--- src/rtl/peridot_avm_arbiter.sv ---
// rtl/peridot_avm_arbiter.sv - two-port Avalon-MM arbiter sharing one pipelined master
// Grant is held per burst and moves only once the owner's outstanding reads have returned.
module peridot_avm_arbiter #(
  parameter int    ADDR_WIDTH     = 32,
  parameter string PRIORITY       = "ROUNDROBIN",
  parameter int    MAX_PENDING    = 4,
  parameter int    HOLD_TRANSFERS = 16
) (
  input  logic                  csi_clk,
  input  logic                  rsi_reset_n,
  input  logic [ADDR_WIDTH-1:0] avs_s0_address,
  input  logic                  avs_s0_read,
  input  logic                  avs_s0_write,
  input  logic [3:0]            avs_s0_byteenable,
  input  logic [31:0]           avs_s0_writedata,
  output logic [31:0]           avs_s0_readdata,
  output logic                  avs_s0_waitrequest,
  output logic                  avs_s0_readdatavalid,
  input  logic [ADDR_WIDTH-1:0] avs_s1_address,
  input  logic                  avs_s1_read,
  input  logic                  avs_s1_write,
  input  logic [3:0]            avs_s1_byteenable,
  input  logic [31:0]           avs_s1_writedata,
  output logic [31:0]           avs_s1_readdata,
  output logic                  avs_s1_waitrequest,
  output logic                  avs_s1_readdatavalid,
  output logic [ADDR_WIDTH-1:0] avm_m1_address,
  output logic                  avm_m1_read,
  output logic                  avm_m1_write,
  output logic [3:0]            avm_m1_byteenable,
  output logic [31:0]           avm_m1_writedata,
  input  logic [31:0]           avm_m1_readdata,
  input  logic                  avm_m1_waitrequest,
  input  logic                  avm_m1_readdatavalid
);

  typedef enum logic [1:0] {IDLE = 2'd0, OWN0 = 2'd1, OWN1 = 2'd2, DRAIN = 2'd3} state_e;

  localparam bit         FIXED_PRIO = (PRIORITY == "FIXED");
  localparam logic [3:0] MAX_PEND   = 4'(MAX_PENDING);
  localparam logic [7:0] HOLD_MAX   = 8'(HOLD_TRANSFERS);

  state_e     state_q, state_d;
  logic [3:0] pending_q, pending_d;
  logic [7:0] hold_q, hold_d;
  logic       last_q, last_d;

  logic req0, req1, owned, owner, own_read, own_write, other_req;
  logic pend_full, m_read, m_write, accept, rd_accept, rdv_live;
  logic own_wait, hold_hit, release_own, pick1;

  assign req0      = avs_s0_read | avs_s0_write;
  assign req1      = avs_s1_read | avs_s1_write;
  assign owned     = (state_q == OWN0) || (state_q == OWN1);
  assign owner     = (state_q == OWN1);
  assign own_read  = owner ? avs_s1_read  : avs_s0_read;
  assign own_write = owner ? avs_s1_write : avs_s0_write;
  assign other_req = owner ? req0 : req1;
  assign pend_full = (pending_q == MAX_PEND);

  // Reads stop at the pending cap; writes are never throttled by it.
  assign m_read    = owned & own_read & (pending_q < MAX_PEND);
  assign m_write   = owned & own_write;
  assign accept    = (m_read | m_write) & ~avm_m1_waitrequest;
  assign rd_accept = m_read & ~avm_m1_waitrequest;
  assign rdv_live  = avm_m1_readdatavalid & (pending_q != 4'd0);
  assign own_wait  = avm_m1_waitrequest | (own_read & pend_full);
  assign hold_hit  = ({1'b0, hold_q} + 9'd1) >= {1'b0, HOLD_MAX};
  assign release_own = ~(own_read | own_write) | (accept & hold_hit & other_req);

  assign avm_m1_address       = owner ? avs_s1_address    : avs_s0_address;
  assign avm_m1_byteenable    = owner ? avs_s1_byteenable : avs_s0_byteenable;
  assign avm_m1_writedata     = owner ? avs_s1_writedata  : avs_s0_writedata;
  assign avm_m1_read          = m_read;
  assign avm_m1_write         = m_write;
  assign avs_s0_waitrequest   = (state_q == OWN0) ? own_wait : 1'b1;
  assign avs_s1_waitrequest   = (state_q == OWN1) ? own_wait : 1'b1;
  assign avs_s0_readdata      = avm_m1_readdata;
  assign avs_s1_readdata      = avm_m1_readdata;
  assign avs_s0_readdatavalid = rdv_live & ~last_q;
  assign avs_s1_readdatavalid = rdv_live & last_q;

  always_comb begin
    pending_d = pending_q;
    if (rd_accept && !rdv_live) begin
      pending_d = pending_q + 4'd1;
    end else if (!rd_accept && rdv_live) begin
      pending_d = pending_q - 4'd1;
    end
  end

  always_comb begin
    state_d = state_q;
    hold_d  = hold_q;
    last_d  = last_q;
    pick1   = 1'b0;
    case (state_q)
      IDLE: begin
        if (req0 || req1) begin
          if (req0 && req1) begin
            pick1 = FIXED_PRIO ? 1'b0 : ~last_q;
          end else begin
            pick1 = req1;
          end
          state_d = pick1 ? OWN1 : OWN0;
          hold_d  = 8'd0;
          last_d  = pick1;
        end
      end
      OWN0, OWN1: begin
        if (accept && (hold_q != HOLD_MAX)) begin
          hold_d = hold_q + 8'd1;
        end
        if (release_own) begin
          state_d = (pending_d == 4'd0) ? IDLE : DRAIN;
        end
      end
      DRAIN: begin
        if (pending_d == 4'd0) begin
          state_d = IDLE;
        end
      end
      default: state_d = IDLE;
    endcase
  end

  // last resets to s1 so that s0 wins the first round-robin tie.
  always_ff @(posedge csi_clk or negedge rsi_reset_n) begin
    if (!rsi_reset_n) begin
      state_q   <= IDLE;
      pending_q <= 4'd0;
      hold_q    <= 8'd0;
      last_q    <= 1'b1;
    end else begin
      state_q   <= state_d;
      pending_q <= pending_d;
      hold_q    <= hold_d;
      last_q    <= last_d;
    end
  end

endmodule

--- config.mk ---
export PLATFORM = sky130hd
export DESIGN_NAME = peridot_avm_arbiter
export DESIGN_NICKNAME = d
export VERILOG_FILES = /design/src/rtl/peridot_avm_arbiter.sv
export SDC_FILE = /design/constraint.sdc
export NUM_CORES = 1
export LEC_CHECK = 0
export BUFFER_PORTS_ARGS = -buffer_cell sky130_fd_sc_hd__buf_2
export CAP_MARGIN = 0
export CORE_AREA = 8 8 117 119
export DETAILED_ROUTE_END_ITERATION = 10
export DIE_AREA = 0 0 125 127
export GPL_TIMING_DRIVEN = 1
export PLACE_DENSITY_LB_ADDON = 0.1
export SLEW_MARGIN = 20
export SYNTH_ARGS = -nofsm -noshare
export SYNTH_HDL_FRONTEND = slang
export SYNTH_SLANG_ARGS = --single-unit
--- constraint.sdc ---
create_clock -name csi_clk -period 4.1 [get_ports csi_clk]
set_input_delay 0.205 -clock csi_clk [delete_from_list [all_inputs] [get_ports csi_clk]]
set_output_delay 0.205 -clock csi_clk [all_outputs]
set_load 0.01 [all_outputs]
# Word level (Yosys, flattened, before mapping)
# Cells that the tools add are included.
# word_totals
regBits,15
out_inout_bits,138
wordCells,77
# op_classes
add_sub_neg,4
magnitude_cmp,2
n_eq_ne,9
muxes,22
bitwise_logic,20
reduce_logical,16
# op_table
op,count
two-way mux 32 bit,2
two-way mux 8 bit,2
one-hot mux 8 bit (2 select lines),1
two-way mux 4 bit,3
AND 1 bit,11
two-way mux 2 bit,5
adder 8 x 1 -> 9 bit (second input constant),1
greater-or-equal comparator 9 x 5 -> 1 bit (second input constant),1
adder 8 x 1 -> 8 bit (second input constant),1
two-way mux 1 bit,8
!= test 2 bit (second input constant),4
!= test 8 x 5 -> 1 bit (second input constant),1
bitwise OR 1 bit,6
one-hot mux 2 bit (3 select lines),1
AND reduction 3 bit,2
adder 4 x 1 -> 4 bit (second input constant),1
equality test 2 bit (second input constant),2
equality test 4 x 3 -> 1 bit (second input constant),1
logical AND 1 bit,4
logical NOT 4 bit,1
< comparator 4 x 3 -> 1 bit (second input constant),1
nonzero test 4 bit,1
subtractor 4 x 1 -> 4 bit (second input constant),1
inverter 1 bit,3
other kinds (7),9

# Depth between registers and ports, before layout
# Gate-level depths: netlist (run 1).
# logic_depth
depth_word,13
depth_mapped,8

# Least setup slack after synthesis (run 1)
# Ideal clock, no wire load.
# synth_timing
path_kind,register -> output
from,register state_q[0]
to,output port avm_m1_writedata[22]
arrival_time_ps,1896
t_required_ps,3895
path_slack_ps,1999
path_stages_with_launch,7
n_path_buf,3
path_cell_list,dfrtp_1 -> inv_1 -> ha_1 -> buf_4 -> clkbuf_1 -> buf_1 -> mux2_2
# synth_between
elab_chain_len,2
# synth_lines
item,line,rtl
start: declaration,43,"state_e state_q, state_d;"
start signal: assignment,135,state_q <= state_d;
equality test 2 bit,55,assign owner = (state_q == OWN1);
two-way mux 32 bit,73,assign avm_m1_writedata = owner ? avs_s1_writedata : avs_s0_writedata;
end: declaration,31,"output logic [31:0] avm_m1_writedata,"
# No other way between the ends.

# Worst setup path after layout (run 1)
# layout_timing
from,register state_q[0]
to,output port avm_m1_writedata[23]
# Same word-level chain as after synthesis.

==> reports/qor.csv, run 1 <==
stage,metric,value,unit
run_status,status,"finished, final reports clean",
critical_path,worstPathArrival,2.37,ns
layout,final_common_cell,buf_2,
grt,grt_util_all_layers,13.2,%
synth,synth-seq-cells,15,
sta,rsz0062_at_grt,false,
route,num_vias,2525,
die,rows,40,
grt,grt_pass1_vias,2825,
synth,syn_nets,466,
route,drc,0,
die,core_area,11800,um^2
critical_path,cpMaxStageDelayCell,buf_4,
synth,synth_edf_count,0,
sta,setup_ws,1.52,ns
grt,grt.overflow.total,0,
critical_path,setup.worst_path.end_class,output port,
critical_path,max_stage_delay,0.57,ns
sta,fin_worst_skew,0.00873,ns
layout,fin_nets,614,
clocking,cts_setup_buffers,0,
sta,whs,0.254,ns
sta,max_slew_margin,59.2,%
layout,final_cells,576,
clocking,clock-sinks,15,
critical_path,cp_top_family,buffers and inverters,
critical_path,ff2ff_setup_slack,1.70,ns
route,routedWlPerCell,19.5,um
critical_path,criticalPathCategory,flip-flop to output port,
clocking,tritoncts,built,
route,avgViaCountPerCell,4.38,
pwr,p_leak,0.00170,uW
pwr,power.density,588,nW/um^2
synth,ys_types,49,
die,die_area,15900,um^2
sta,drv_slew,0,
critical_path,worst_setup_path_start_kind,flip-flop,
critical_path,r2r-start,state_q[0],
synth,synth_top_area_share,30.6,%
clocking,numCtsBuffers,3,
place,dpl.cell_count,571,
synth,syn_inst,282,
clocking,worstSkewPairLatency,0.25,ns
sta,period_share,62.8,%
die,die_x,125,um
clocking,cts_buffer_depth,2,
critical_path,path_buf_inv,3,
hold_path,hold_class,primary input to flip-flop,
hold_path,holdCritStartpoint,avm_m1_readdatavalid,
place,dpl-instance-area,3320,um^2
synth,ys_seq_area_share,14.6,%
layout,layout-drive-gt1-share,72.0,%
layout,layout_common_cells,"217 x buf_2, 70 x mux2_2, 14 x dfrtp_1, 13 x nor2_1",
critical_path,crit_required,3.89,ns
layout,antenna_cells,0,
critical_path,cp_max_fo,51,
die,die_h,127,um
synth,syn_area,2580,um^2
grt,grt_pass1_wl,16700,um
clocking,ctsHtreeMaxLevel,1,
place,dp_slack,1.69,ns
synth,async_flop_share,100,%
place,io_buffer_count,217,
grt,antenna_found_initial,1,
sta,fin_tns_setup,0,ns
route,drt_first_pass_iters,4,
layout,area_growth,32.4,%
critical_path,startpoint,state_q[0],
synth,synth_area_leaders,"mux2_2 31%, buf_4 19%, dfrtp_1 14%",
route,drtAntennaViolNets,0,
clocking,cts.clk_slew.worst_paths,0.05,ns
place,gp_congestion,0.813,
sta,hold_viol,0,
job,maxCapViolCount,0,
sta,fin_crit,2.58,ns
route,drt_iter0_markers,58,
layout,post-route-cell-area,3410,um^2
synth,dominantRegCellSynth,dfrtp_1,
synth,yosysWarnings,0,
pwr,vdd_drop_max,0.000190,V
clocking,cts_root_buf,clkbuf_16,
place,hpwl,10000,um
synth,syn_area_per_cell,9.14,um^2
critical_path,crit_chain,inv_1 -> ha_4 -> buf_4 -> mux2_2 -> buf_2,
die,design.portCount,314,
synth,yosysTopAreaCell,mux2_2,
route,routed_wirelength,11200,um
sta,finalSetupViolCount,0,
die,start_util,21.8,%
sta,clock.fmax,388,MHz
grt,grt_max_degree,52,
sta,worst_pin_slew,0.611,ns
[synthesized netlist by cell type (3+ instances only)]
cell type	n
a211o_1	4
buf_4	65
nand3_1	3
and3_1	4
dfrtp_1	14
nor2_1	13
o21ai_0	10
nor3_1	6
inv_1	9
ha_1	8
a21oi_1	7
xnor2_1	4
mux2_2	70
a22o_1	3
nand2_1	10
o31ai_1	3
clkbuf_1	8
[worst register-to-register path: cells and delay by family, from the launching register on]
family | cells | cell delay, ns
AOI/OAI and AO/OA | 2 | 0.56
DFF | 1 | 0.40
muxes | 1 | 0.39
adders and majority gates | 1 | 0.38
and+or+nand+nor | 2 | 0.38
buffers and inverters | 1 | 0.18
[cells by family after synthesis]
group                    synth area share, %
AO/OA/AOI/OAI                           14.3
XOR/XNOR                                1.36
adder cells (fa/ha/maj)                 3.89
buffers and inverters                   22.4
flip-flops                              14.6
multiplexers                            31.9
AND/OR/NAND/NOR                         11.5
[worst paths after layout]
path	endpoint	cells after the start
worst max-delay path	avm_m1_writedata[23]	5
worst min-delay path	pending_q[2]	2
worst max register to register	hold_q[7]	7
worst min register to register	hold_q[7]	1
max in group asynchronous	last_q	2
min in group asynchronous	pending_q[3]	2
[layer usage]
| layer | GRT usage (%) | part of all wire (%) | wire length [um] |
|---|---|---|---|
| met2 | 23.7 | 50 | 5630 |
| met3 | 5.66 | 10 | 1170 |
| met1 | 14.2 | 39 | 4340 |
| met4 | 2.79 | 0.84 | 94 |
| met5 | 0 | 0.12 | 13 |
[through the flow]
stage	utilization (%)	total power, uW
finish	28.9	2010
global route	28.9	2180
global placement	28.1	1850
detailed placement	28.1	1830
floorplan	-	1410
CTS	28.9	2040
[final cells by class]
type / count / area (um^2)
flip-flops and latches: 15 / 377
well taps: 147 / 184
repair buffers: 219 / 1100
clock buffers: 4 / 78.8
multi-input cells: 182 / 1630
inverters: 9 / 33.8
fillers: 1310 / 8400
[where the power goes]
group / internal [uW] / switching [uW]
Combinational: 739 / 785
Sequential: 205 / 82.3
Clock: 132 / 64.3
[flip-flops by register name, summed over array words and instances (netlist names)]
| signal | cells |
|---|---|
| pending_q | 4 |
| state_q | 2 |
| last_q | 1 |
| hold_q | 8 |
[timing repair]
action	4_1_cts	5_1_grt
gates resized for setup	0	0
hold endpoints to repair	14	0
hold buffers	1	0
(Power assumes the default switching activity.)
==> inputs of run 2 (changes only) <==
clock period = 2.2 ns   (was 4.1 ns; I/O delays follow)
==> run 2 against run 1 <==
  * Non-clock buffer count grew 17
  * Via count grew 3.4%
  * Sequential cell count is the same
  * Count of clock-buffer cells in the layout is the same
==> reports/qor.csv, run 2 (same netlist as run 1, synthesis figures left out) <==
stage,metric,value,unit,change
sta,drv_slew,0,,unchanged
sta,clock.fmax,479,MHz,
sta,fin_worst_skew,0.00297,ns,-0.00576 ns
route,drtAntennaViolNets,0,,unchanged
layout,reg_top3,"hold_q x8, pending_q x4, state_q x2",,
critical_path,r2r-start,pending_q[1],,
route,routed_wirelength,11300,um,+0.36%
sta,finalSetupViolCount,0,,unchanged
grt,antenna_found_initial,1,,unchanged
critical_path,rr_worst_depth,7,,unchanged
layout,top_register,hold_q,,
clocking,numCtsBuffers,3,,unchanged
die,die_area,15900,um^2,unchanged
place,hpwl,9950,um,-0.53%
die,start_util,21.8,%,unchanged
clocking,cts_buffer_depth,2,,unchanged
hold_path,holdCritStartpoint,avm_m1_readdatavalid,,
grt,grt.overflow.total,0,,unchanged
critical_path,setup.worst_path.end_class,flip-flop,,
run_status,status,"finished, final reports clean",,
critical_path,r2r_end,state_q[1],,
pwr,vdd_drop_max,0.000368,V,+93%
clocking,ctsHtreeMaxLevel,1,,unchanged
place,dpl.cell_count,586,,+2.6%
job,maxCapViolCount,0,,unchanged
route,num_vias,2612,,+3.4%
sta,max_slew_margin,71.6,%,+12 points
layout,layout-drive-gt1-share,74.4,%,+2.4 points
route,avgViaCountPerCell,4.40,,+0.48%
grt,grt_pass1_wl,16700,um,-0.13%
pwr,power.density,1130,nW/um^2,+92%
hold_path,holdPathStages,2,,unchanged
die,core_area,11800,um^2,unchanged
sta,period_share,95.0,%,
clocking,tritoncts,built,,
place,gp_congestion,0.783,,-3.7%
critical_path,ff2ff_setup_slack,0.11,ns,-1.59 ns
grt,grt_pass1_vias,2958,,+4.7%
sta,hold_viol,0,,unchanged
pwr,p_leak,0.00179,uW,+5.1%
critical_path,crit_required,2.33,ns,-1.56 ns
layout,fin_util,30.6,%,+1.7 points
layout,layout_common_cells,"217 x buf_2, 70 x mux2_2, 17 x buf_4, 14 x dfrtp_1, 13 x nor2_1",,
route,routedWlPerCell,19.0,um,-2.5%
sta,fin_crit,2.09,ns,
clocking,cts_root_buf,clkbuf_16,,
critical_path,worst_setup_path_start_kind,flip-flop,,
clocking,worstSkewPairLatency,0.25,ns,about the same
route,drt_iter0_markers,85,,+47%
die,design.portCount,314,,unchanged
clocking,cts.clk_slew.worst_paths,0.05,ns,about the same
sta,fin_tns_setup,0,ns,unchanged
layout,final_common_cell,buf_2,,
critical_path,criticalPathCategory,flip-flop to flip-flop,,
place,io_buffer_count,217,,unchanged
die,die_x,125,um,unchanged
route,drc,0,,unchanged
die,rows,40,,unchanged
hold_path,hold_class,primary input to flip-flop,,
critical_path,cp_max_fo,4,,-92%
pwr,power,4080,uW,+100%
clocking,clock-sinks,15,,unchanged
critical_path,worstPathArrival,2.22,ns,-0.15 ns
hold_path,worstHoldEndpoint,pending_q[2],,
layout,antenna_cells,0,,unchanged
route,drt_first_pass_iters,4,,unchanged
layout,largest_reg_flops,8,,unchanged
layout,fin_nets,631,,+2.8%
layout,area_growth,40.3,%,
sta,rsz0062_at_grt,false,,
grt,grt_max_degree,43,,-17%
grt,grt_util_all_layers,13.2,%,+0.019 points
die,die_h,127,um,unchanged
layout,final_cells,593,,+3.0%
sta,worst_pin_slew,0.426,ns,-0.186 ns
==> run 2: cell types whose count changed in the layout (fill, tap and decap cells not counted), sizes merged <==
cell / change
buf: +17
==> run 2: repair_timing <==
| item | 4_1_cts | 5_1_grt |
|---|---|---|
| endpoints found under the setup margin | 2 | 47 |
| setup buffers | 0 | 2 |
| hold buffers | 1 | 0 |
| resized for setup | 1 | 10 |
| hold endpoints to repair | 14 | 0 |
| pin swaps | 0 | 2 |
==> run 2: worst max path at each step <==
stage	endpoint	depth (start not counted)	from	slack, ns
2_1_floorplan	state_q[0]	7	pending_q[0]	0.12
5_1_grt	state_q[1]	7	pending_q[0]	0.008
3_5_place_dp	state_q[1]	7	state_q[0]	0.08
3_3_place_gp	state_q[1]	7	state_q[0]	0.09
4_1_cts	avm_m1_writedata[21]	5	state_q[0]	0.007
6_report	state_q[1]	7	pending_q[1]	0.11
==> run 2: worst max-delay path, cell delays in order (launching register included) <==
cell and delay, ns:
dfrtp_1 0.37, inv_1 0.09, ha_1 0.17, or3b_4 0.42
a211o_1 0.31, a211oi_4 0.36, o2bb2ai_2 0.17, a221oi_2 0.08
==> run 2: area by class of cell <==
type,instances,area (um^2)
flip-flops and latches,15,377
inverters,9,33.8
well taps,147,184
fillers,1278,8200
repair buffers,236,1230
multi-input cells,182,1710
clock buffers,4,78.8
==> run 2: power breakdown <==
| part | internal (uW) | switching (uW) | leakage (uW) |
|---|---|---|---|
| registers | 381 | 114 | 0.000192 |
| logic | 1610 | 1600 | 0.00156 |
| clock network | 246 | 124 | 0.0000382 |
| total | 2240 | 1840 | 0.00179 |
==> run 2: stage by stage <==
step	worst slack, ns	instance area, um^2	hold slack (ns)
floorplan	0.118	2580	-0.186
global placement	0.0894	3430	0.0709
detailed placement	0.0766	3430	0.0703
CTS	0.00701	3530	0.156
global route	0.00772	3610	0.220
finish	0.111	3610	0.212
==> run 2: metal layers <==
| layer | vias to the layer above | wire (um) | track usage, % |
|---|---|---|---|
| met4 | 2 | 98 | 3.01 |
| li1 | 1271 | - | - |
| met3 | 8 | 941 | 4.78 |
| met5 | - | 12 | 0 |
| met1 | 1206 | 4560 | 14.7 |
| met2 | 125 | 5670 | 23.7 |
==> inputs of run 3 (changes only) <==
BUFFER_PORTS_ARGS = -buffer_cell sky130_fd_sc_hd__buf_4   (was -buffer_cell sky130_fd_sc_hd__buf_2)
PLACE_DENSITY_LB_ADDON = 0.25   (was 0.1)
==> run 3 against run 2 <==
  * Via count barely moved
  * Global-route usage rose by 0.93 points
  * Hold slack got worse by 0.088 ns
  * Maximum frequency fell by 2.2%
  * Sequential cell count did not move
  * Register-to-register slack got worse by 0.05 ns
  * Utilization rose by 4.2 points
  * Critical endpoint unchanged
==> reports/qor.csv, run 3 (same netlist as run 1, synthesis figures left out) <==
stage,metric,value,unit,change
run_status,status,"finished, final reports clean",,
layout,post-route-cell-area,4120,um^2,+14%
grt,grt_util_all_layers,14.2,%,+0.93 points
grt,grt_pass1_vias,3040,,+2.8%
sta,setup_ws,0.0631,ns,-0.0478 ns
critical_path,worstPathArrival,2.29,ns,+0.07 ns
clocking,cts_root_buf,clkbuf_16,,
sta,hold_viol,0,,unchanged
route,num_vias,2614,,+0.077%
route,drc,0,,unchanged
layout,fin_nets,628,,-0.48%
clocking,numCtsBuffers,3,,unchanged
layout,layout_common_cells,"231 x buf_4, 70 x mux2_2, 14 x dfrtp_1, 13 x nor2_1",,
clocking,worstSkewPairLatency,0.25,ns,about the same
critical_path,r2r-start,state_q[0],,
critical_path,criticalPathCategory,flip-flop to flip-flop,,
layout,register_area,377,um^2,unchanged
critical_path,setup.worst_path.end_class,flip-flop,,
job,maxCapViolCount,0,,unchanged
clocking,tritoncts,built,,
route,routed_wirelength,12200,um,+7.9%
pwr,vdd_drop_max,0.000373,V,+1.5%
grt,antenna_found_initial,1,,unchanged
layout,top_register,hold_q,,
pwr,p_sw_share,42.6,%,-2.5 points
die,die_area,15900,um^2,unchanged
clocking,cts.clk_slew.worst_paths,0.06,ns,about the same
critical_path,worst_setup_path_start_kind,flip-flop,,
sta,fin_worst_skew,0.00504,ns,+0.00207 ns
die,core_area,11800,um^2,unchanged
route,avgViaCountPerCell,4.42,,+0.42%
layout,fillerInstances,1242,,-2.8%
grt,grt.overflow.total,0,,unchanged
critical_path,cp_max_fo,6,,+2
die,rows,40,,unchanged
sta,clock.fmax,468,MHz,-2.2%
grt,grt_pass1_wl,17700,um,+6.3%
layout,multi_input_area,1680,um^2,-1.3%
place,io_buffer_count,217,,unchanged
pwr,p_seq_share,11.7,%,-0.4 points
pwr,power.density,1060,nW/um^2,-6.0%
pwr,switchingPower,1860,uW,+1.0%
hold_path,holdPathStages,2,,unchanged
layout,reg_top3,"hold_q x8, pending_q x4, state_q x2",,
layout,layout-drive-gt1-share,73.6,%,-0.85 points
sta,fin_tns_setup,0,ns,unchanged
critical_path,crit_required,2.35,ns,+0.02 ns
sta,finalSetupViolCount,0,,unchanged
place,dp_slack,0.0254,ns,-0.0513 ns
hold_path,worstHoldEndpoint,pending_q[2],,
route,routedWlPerCell,20.6,um,+8.3%
critical_path,rr_worst_depth,7,,unchanged
clocking,clock-sinks,15,,unchanged
place,dpl-instance-area,3960,um^2,+15%
sta,whs,0.124,ns,-0.0881 ns
place,gp_congestion,0.796,,+1.6%
sta,period_share,97.1,%,+2.2 points
pwr,internal_power,2510,uW,+12%
pwr,combPwrFrac,79.9,%,+1.1 points
critical_path,r2r_end,state_q[1],,
die,die_x,125,um,unchanged
hold_path,holdCritStartpoint,avm_m1_readdatavalid,,
layout,final_common_cell,buf_4,,
sta,fin_crit,2.14,ns,+0.0478 ns
route,drtAntennaViolNets,0,,unchanged
sta,worst_pin_slew,0.599,ns,+0.173 ns
clocking,cts_buffer_depth,2,,unchanged
clocking,ctsHtreeMaxLevel,1,,unchanged
die,start_util,21.8,%,unchanged
hold_path,hold_class,primary input to flip-flop,,
sta,max_slew_margin,60.0,%,-12 points
sta,rsz0062_at_grt,true,,
layout,largest_reg_flops,8,,unchanged
route,drt_iter0_markers,87,,+2.4%
layout,area_growth,59.7,%,
die,die_h,127,um,unchanged
die,design.portCount,314,,unchanged
route,drt_first_pass_iters,4,,unchanged
sta,drv_slew,0,,unchanged
place,hpwl,10800,um,+8.1%
pwr,pwr-share-clk,8.4,%,-0.7 points
pwr,power,4370,uW,+7.1%
critical_path,ff2ff_setup_slack,0.06,ns,-0.05 ns
pwr,p_leak,0.00197,uW,+10%
grt,grt_max_degree,42,,-2.3%
==> run 3: changes by cell type in the layout (fill, tap and decap cells not counted) <==
| cell | before | now |
|---|---|---|
| a2111oi_1 | 0 | 1 |
| a2111oi_4 | 1 | 0 |
| a21oi_1 | 5 | 7 |
| a21oi_2 | 2 | 0 |
| a31oi_1 | 0 | 1 |
| a31oi_2 | 1 | 0 |
| buf_2 | 217 | 0 |
| buf_4 | 17 | 231 |
| clkbuf_1 | 1 | 0 |
| clkinv_2 | 0 | 1 |
| diode_2 | 0 | 1 |
| nor4b_2 | 1 | 0 |
| nor4b_4 | 0 | 1 |
==> run 3: worst max-delay path by stage <==
stage                  from         end
2_1_floorplan  pending_q[0]  state_q[0]
3_3_place_gp     state_q[0]  state_q[1]
3_5_place_dp     state_q[0]  state_q[1]
4_1_cts          state_q[0]  state_q[1]
5_1_grt          state_q[0]  state_q[1]
6_report         state_q[0]  state_q[1]
==> run 3: power by group through the flow <==
stage / logic [uW] / registers [uW] / clock network [uW]
floorplan: 2160 / 467 / 0
global placement: 3380 / 510 / 0
detailed placement: 3400 / 509 / 0
CTS: 3420 / 505 / 378
global route: 3790 / 531 / 388
finish: 3490 / 513 / 367
==> run 3: critical path, stage by stage (launching register included) <==
cell,delay (ns)
dfrtp_1,0.35
inv_2,0.08
ha_4,0.30
or4b_4,0.48
a311oi_4,0.33
a211oi_4,0.11
o2bb2ai_2,0.17
a221oi_2,0.21
==> run 3: area by class of cell <==
cell class | count | share of cell area, %
multi-input cells | 182 | 40.9
repair buffers | 233 | 42.7
clock inverters | 1 | 0.122
diodes | 1 | 0.0608
flip-flops and latches | 15 | 9.15
inverters | 9 | 0.821
well taps | 147 | 4.47
clock buffers | 3 | 1.82
==> run 3: through the flow <==
step | utilization (%) | instances
detailed placement | 33.5 | 584
finish | 34.8 | 591
floorplan | - | 282
global placement | 33.5 | 584
CTS | 34.3 | 589
global route | 34.8 | 591
==> run 3: routing by layer <==
metal	share of wire [%]	GRT usage, %	routed length [um]
met1	38	15.3	4630
met2	52	25.2	6300
met3	9.7	6.16	1190
met4	0.52	2.94	63
met5	0	0	0
==> run 3: repair_timing <==
item / in CTS / in global routing
gates resized for setup: 0 / 8
hold buffers: 1 / 0
buffers inserted: 0 / 1
endpoints found under the setup margin: 0 / 52
hold endpoints to repair: 15 / 0
